### src/rtl/cnn_layer_accel_pkg.sv
// -----------------------------------------------------------------------------
// cnn_layer_accel_pkg
// Shared types and constants for the CNN layer accelerator quad.
//   job_ctrl_state_t : job control handshake FSM states
//   JOB_PARAM_W      : width of the job descriptor
//   JOB_CNT_W        : width of the result beat count (descriptor low bits)
//   job_param_t      : descriptor layout, {cfg, result_count}
// -----------------------------------------------------------------------------
package cnn_layer_accel_pkg;

  localparam int JOB_PARAM_W = 128;
  localparam int JOB_CNT_W   = 32;

  typedef enum logic [2:0] {
    IDLE       = 3'd0,
    FETCH_REQ  = 3'd1,
    FETCH_WAIT = 3'd2,
    RUN        = 3'd3,
    COMPLETE   = 3'd4
  } job_ctrl_state_t;

  typedef struct packed {
    logic [JOB_PARAM_W-JOB_CNT_W-1:0] cfg;
    logic [JOB_CNT_W-1:0]             result_count;
  } job_param_t;

endpackage

### src/rtl/cnn_layer_accel_job_ctrl.sv
// -----------------------------------------------------------------------------
// cnn_layer_accel_job_ctrl
// Quad-side responder for the host job control handshake. Accepts a job,
// latches its descriptor, runs the fetch request/ack/complete exchange,
// launches the datapath and counts result beats, then holds job_complete
// until the host acknowledges.
//
// Ports (all outputs registered, clk_if rising edge, rst async active-low):
//   job_start          in   host requests a job (held until job_accept)
//   job_accept         out  1-cycle pulse, descriptor latched
//   job_parameters     in   descriptor {cfg, result_count}
//   job_fetch_request  out  level, asks host to fetch job data
//   job_fetch_ack      in   host acknowledges the fetch request
//   job_fetch_complete in   1-cycle pulse, job data delivered
//   job_complete       out  level, held until job_complete_ack
//   job_complete_ack   in   host acknowledges completion
//   run_start          out  1-cycle pulse on RUN entry
//   run_params         out  latched cfg field, stable between accepts
//   result_beat        in   one per datapath result beat
//   busy               out  high in every state except IDLE
// -----------------------------------------------------------------------------
module cnn_layer_accel_job_ctrl
  import cnn_layer_accel_pkg::*;
#(
  parameter int PARAM_W = JOB_PARAM_W,
  parameter int CNT_W   = JOB_CNT_W
) (
  input  logic                     clk_if,
  input  logic                     rst,
  input  logic                     job_start,
  output logic                     job_accept,
  input  logic [PARAM_W-1:0]       job_parameters,
  output logic                     job_fetch_request,
  input  logic                     job_fetch_ack,
  input  logic                     job_fetch_complete,
  output logic                     job_complete,
  input  logic                     job_complete_ack,
  output logic                     run_start,
  output logic [PARAM_W-CNT_W-1:0] run_params,
  input  logic                     result_beat,
  output logic                     busy
);

  job_ctrl_state_t          state_q;
  logic                     job_accept_q;
  logic                     job_fetch_request_q;
  logic                     job_complete_q;
  logic                     run_start_q;
  logic                     busy_q;
  logic [PARAM_W-CNT_W-1:0] run_params_q;
  logic [CNT_W-1:0]         count_q;
  logic [CNT_W-1:0]         beat_cnt_q;
  logic                     last_beat;

  // Only meaningful when count_q != 0; the zero-count case is handled
  // separately so the N-1 underflow never matters.
  assign last_beat = (beat_cnt_q == (count_q - CNT_W'(1)));

  always_ff @(posedge clk_if or negedge rst) begin
    if (!rst) begin
      state_q             <= IDLE;
      job_accept_q        <= 1'b0;
      job_fetch_request_q <= 1'b0;
      job_complete_q      <= 1'b0;
      run_start_q         <= 1'b0;
      busy_q              <= 1'b0;
      run_params_q        <= '0;
      count_q             <= '0;
      beat_cnt_q          <= '0;
    end else begin
      // Pulse outputs default low every cycle.
      job_accept_q <= 1'b0;
      run_start_q  <= 1'b0;

      unique case (state_q)
        IDLE: begin
          if (job_start) begin
            job_accept_q        <= 1'b1;
            run_params_q        <= job_parameters[PARAM_W-1:CNT_W];
            count_q             <= job_parameters[CNT_W-1:0];
            job_fetch_request_q <= 1'b1;
            busy_q              <= 1'b1;
            state_q             <= FETCH_REQ;
          end
        end

        FETCH_REQ: begin
          if (job_fetch_ack) begin
            job_fetch_request_q <= 1'b0;
            // Data may already be complete in the ack cycle: skip the wait.
            if (job_fetch_complete) begin
              run_start_q <= 1'b1;
              beat_cnt_q  <= '0;
              state_q     <= RUN;
            end else begin
              state_q <= FETCH_WAIT;
            end
          end
        end

        FETCH_WAIT: begin
          if (job_fetch_complete) begin
            run_start_q <= 1'b1;
            beat_cnt_q  <= '0;
            state_q     <= RUN;
          end
        end

        RUN: begin
          if (count_q == '0) begin
            job_complete_q <= 1'b1;
            state_q        <= COMPLETE;
          end else if (result_beat) begin
            if (last_beat) begin
              job_complete_q <= 1'b1;
              state_q        <= COMPLETE;
            end else begin
              beat_cnt_q <= beat_cnt_q + CNT_W'(1);
            end
          end
        end

        COMPLETE: begin
          if (job_complete_ack) begin
            job_complete_q <= 1'b0;
            busy_q         <= 1'b0;
            state_q        <= IDLE;
          end
        end

        default: state_q <= IDLE;
      endcase
    end
  end

  assign job_accept        = job_accept_q;
  assign job_fetch_request = job_fetch_request_q;
  assign job_complete      = job_complete_q;
  assign run_start         = run_start_q;
  assign run_params        = run_params_q;
  assign busy              = busy_q;

endmodule

### config.mk
export PLATFORM = sky130hd
export DESIGN_NAME = cnn_layer_accel_job_ctrl
export DESIGN_NICKNAME = d
export VERILOG_FILES = /design/src/rtl/cnn_layer_accel_pkg.sv /design/src/rtl/cnn_layer_accel_job_ctrl.sv
export SDC_FILE = /design/constraint.sdc
export NUM_CORES = 1
export LEC_CHECK = 0
export CAP_MARGIN = 20
export CORE_ASPECT_RATIO = 0.6
export CORE_MARGIN = 8
export CORE_UTILIZATION = 44
export DETAILED_ROUTE_END_ITERATION = 8
export GPL_TIMING_DRIVEN = 0
export PLACE_DENSITY = 0.79
export SLEW_MARGIN = 10
export SYNTH_ARGS = -nofsm -noshare
export SYNTH_HDL_FRONTEND = slang
export SYNTH_SLANG_ARGS = --single-unit
### constraint.sdc
create_clock -name clk_if -period 3.65 [get_ports clk_if]
set_input_delay 0.73 -clock clk_if [delete_from_list [all_inputs] [get_ports clk_if]]
set_output_delay 0.73 -clock clk_if [all_outputs]
set_load 0.1 [all_outputs]
Word-level counts from Yosys, hierarchy flattened. Cells that the tools add are included.

Flip-flop bits (word level): 168. Input bits: 135. Output and inout bits: 101. Logic and storage cells: 66.

$add $sub $neg: 2. Eq/ne operators: 14. Muxes and demuxes: 29. Reduce and logical (&&, ||, !) cells: 12.

Operators with widths (count): $mux 32 (5); $pmux 32 s3 (1); $add 32x1->32 const B (1); $eq 32x32->1 (1); $logic_not 32->1 (1); $sub 32x1->32 const B (1); $mux 3 (7); $pmux 3 s5 (1); $ne 2x2->1 const B (7); $mux 1 (11); $pmux 1 s2 (4); $eq 3x2->1 const B (2); $ne 3x3->1 const B (2); $reduce_and 3->1 (2); $reduce_and 6->1 (1); $reduce_bool 2->1 (3); $reduce_and 5->1 (1); $reduce_and 4->1 (1); $eq 3x1->1 const B (1); $eq 3x3->1 const B (1); $logic_not 3->1 (1); $reduce_bool 3->1 (1); $reduce_and 2->1 (1).

Logic depth before layout (Yosys ltp).
Word-level depth: 6. Mapped depth: 13. Gate-level depth less buffers: 11.

Worst setup path before layout. No wires, ideal clock.

Path kind: register -> register. Start: register count_q[0]. End: register beat_cnt_q[10]. Library setup time: 0.121 ns. Arrival: 3.331 ns. Required time: 3.529 ns. Slack: 0.198 ns. Stages on the path, launching flop included: 12. Buffers on the path: 0. Period minus slack after synthesis: 3.452 ns. Cells stage by stage: dfrtp_1 inv_1 ha_1 nor2b_2 nand4_2 or4_4 a221oi_2 o211ai_1 or4_4 or3_4 and2_4 a22o_1.

Word-level cells in the longest chain between the ends: 4. Elaborated cells on any way between the ends: 6. Those cells by class: add/sub (1); eq/ne (3); reduce/logical (2).

RTL lines: start: declaration (line cnn_layer_accel_job_ctrl.sv:51) `logic [CNT_W-1:0] count_q;`; start signal: assignment (line cnn_layer_accel_job_ctrl.sv:80) `count_q <= job_parameters[CNT_W-1:0];`; $sub 32x1->32 (line cnn_layer_accel_job_ctrl.sv:57) `assign last_beat = (beat_cnt_q == (count_q - CNT_W'(1)));`; $eq 32x32->1 (line cnn_layer_accel_job_ctrl.sv:57); $ne 2x2->1 (no line); $reduce_and 5->1 (no line) *; end signal: assignment (line cnn_layer_accel_job_ctrl.sv:118) `beat_cnt_q <= beat_cnt_q + CNT_W'(1);`; end: declaration (line cnn_layer_accel_job_ctrl.sv:52) `logic [CNT_W-1:0] beat_cnt_q;`.

Every way passes the cells marked *; elsewhere a longest branch is shown, timed or not. A chain may end at the register's enable or synchronous reset.

Worst setup path after layout.
Start: register count_q[24]. End: register beat_cnt_q[10].

Same word-level chain as after synthesis.

==> reports/results.txt <==
Synth Area in XOR/XNOR -> 0.03638
routed len/inst -> 19.77 µm
Die Ht -> 123.2 µm
total number of vias -> 7024
synth warn -> 0
Fmax -> 0.2813 GHz
fin cells -> 1261
die width -> 194.7 µm
worst-path fanout max -> 9
CTS root buf -> clkbuf_16
fin nets -> 1140
largest net degree at the start of global routing -> 91
post-synthesis mux area share -> 0.1807
fin crit period -> 3555 ps
Mapped Area -> 8427 µm²
CTS sink cnt -> 168
Post-DRT Antenna Nets -> 0
Reg-to-Reg Start -> count_q[24]$_DFFE_PN0P_
worst-case clock skew -> 11.49 ps
largest family of logic cells by synthesized area -> multiplexers
initial drt markers -> 474
most common cell after layout, fill and taps aside -> clkdlybuf4s50_1
Syn Area/Cell -> 11.37 µm²
GRT overflow -> 0
drt pass-1 iters -> 6
CTS tree -> built
WP data arrival -> 3870 ps
Crit. End Element -> flop
Area Overhead vs Synth -> 41.56%
outcome -> finished clean
final hold violations -> 0
slowest cell on the critical path -> or4_4
Top Ports -> 236
number of synthesized flops with an enable pin -> 0
FF-to-FF End -> beat_cnt_q[10]$_DFFE_PN0P_
initial cell density of the core -> 0.4462
Pins Over Slew Limit -> 0
Worst Reg-to-Reg Cells -> 9
Primary FF master, synth -> dfrtp_1
r2r setup slk -> 90 ps
measured slew at the worst slew-check pin -> 1077 ps
GRT Util Overall -> 0.2059
antenna diode count -> 0
Critical Path Start Type -> flop
Compound-Gate Fraction of Synth Area -> 0.08760
H-tree levels -> 4
dpl cells -> 1223
Post-Syn Instances -> 741
commonest cells after routing, fill and taps aside -> clkdlybuf4s50_1, dfrtp_1, mux2_2
Synth Net Count -> 878
library cells used by synthesis -> 75
Clock Latency Late Sink -> 430 ps
vias per inst -> 5.570
DRC Markers -> 0
layout cells sized above 1 -> 0.2059
max_slew headroom -> 0.2799
row cnt -> 39
GP Congestion -> 0.8999
CTS Hold Buffers Added -> 0
Seq cells post-synth -> 168
FFs w/ async S/R, synth -> 1.000
Post-Synth Simple-Gate Area -> 0.1627
clock buffer depth -> 2
Setup Crit Path Kind -> reg2reg
clock-pin slew on the worst setup and hold paths -> 70 ps
adder-cell area share of the yosys netlist -> 0.002970
Seq/Total Area, Yosys -> 0.4989
die area -> 23980 µm²
Core Box Area -> 18880 µm²
max cap viols -> 0
antenna violations before repair -> 2
HP Class -> in2async
CP required -> 3960 ps
CTS buffer count -> 17
CP max stage delay -> 630 ps
period utilisation layout -> 0.9740
drt total wl -> 24.94 mm
Final HPWL DP -> 19.18 mm
vias in the first global route -> 7102
I/O Buffers -> 235
global-route wire length before repair -> 38.88 mm
crit-path cells -> or4_1 -> or3_1 -> a21o_1 -> mux2i_1 -> nand4_1 -> or4_4 -> or3_4 -> and2_4 -> a22o_1
Final setup viols -> 0
==> area by class of cell <==
cell class                      count  area, µm²
Clock buffer                       17      425.4
Fill cell                        1482       6955
Tap cell                          246      307.8
Clock inverter                     14      239.0
Sequential cell                   168       4205
Buffer                             41      192.7
Inverter                           19      71.32
Timing Repair Buffer              243       2437
Multi-Input combinational cell    513       4050
==> critical path: cells and delay by family, from the launching register on <==
kind,cells,cell delay (ps)
simple gates,6,2350
compound gates,2,370
mux,1,240
flops,1,470
==> Yosys cell counts (7+ instances only) <==
library cell	count	area [µm²]
dfrtp_1	168	4204
mux2_2	129	1453
nand2_1	39	146.4
clkbuf_1	33	123.9
nor2_1	31	116.4
nand3_1	24	120.1
o21ai_0	20	100.1
inv_1	18	67.56
xnor2_1	18	157.7
a21oi_1	17	85.08
nor3_1	17	85.08
xor2_1	17	148.9
nor4_1	16	100.1
nand4_1	15	93.84
and3_1	14	87.58
or3_1	12	75.07
o21ai_1	11	55.05
nor2b_1	9	56.30
a22o_1	8	70.07
or4_1	8	60.06
mux2i_1	7	70.07
nand2b_1	7	43.79
==> cell families after synthesis <==
| logic type | count (synthesis) |
|---|---|
| muxes | 136 |
| AOI/OAI and AO/OA | 108 |
| buffers and inverters | 60 |
| xor gates and xnor gates | 35 |
| adders and majority gates | 2 |
| and+or+nand+nor | 232 |
| DFF | 168 |
==> per-stage QoR <==
| step | hold slack, ps | instance area [µm²] | setup slack, ps | utilization | TNS (ps) |
|---|---|---|---|---|---|
| CTS | 283.9 | 11820 | 67.91 | 0.6261 | 0 |
| detailed placement | 494.2 | 11120 | -298.1 | 0.5888 | -5951 |
| floorplan | 434.4 | 8427 | 197.8 | - | 0 |
| finish | 260.1 | 11930 | 94.73 | 0.6317 | 0 |
| global route | 319.5 | 11930 | -31.97 | 0.6317 | -107.0 |
| global placement | 487.7 | 11090 | -5200 | 0.5871 | -875350 |
==> how the worst max path moves through the flow <==
stage	startpoint	endpoint	slack (ps)
floorplan	count_q[0]$_DFFE_PN0P_	beat_cnt_q[10]$_DFFE_PN0P_	200
finish	count_q[24]$_DFFE_PN0P_	beat_cnt_q[10]$_DFFE_PN0P_	90
detailed placement	count_q[0]$_DFFE_PN0P_	beat_cnt_q[16]$_DFFE_PN0P_	-300
global placement	rst	run_params[28]$_DFFE_PN0P_	-5200
CTS	count_q[0]$_DFFE_PN0P_	beat_cnt_q[10]$_DFFE_PN0P_	70
global route	count_q[12]$_DFFE_PN0P_	beat_cnt_q[22]$_DFFE_PN0P_	-30
==> per-layer routing <==
layer	track usage	wire (µm)	vias to the layer above
met5	0	23	-
li1	-	-	3261
met4	0.03800	217	4
met1	0.2590	10460	3455
met2	0.3214	11210	282
met3	0.1022	3021	22
==> registers in the layout, summed over array words and instances, names as in the netlist <==
signal             flops
beat_cnt_q            32
busy                   1
job_complete           1
run_start              1
run_params            96
job_accept             1
job_fetch_request      1
state_q                3
count_q               32
==> timing repair <==
item | in CTS | in global routing
gates resized for setup | 6 | 13
endpoints found under the hold margin | 0 | 0
cloned | 0 | 0
buffers inserted | 1 | 6
setup endpoints to repair | 29 | 29
pin swaps | 0 | 6
Power is not shown: default switching activity piles up to over one toggle a cycle in this logic, so the estimate is an artifact.
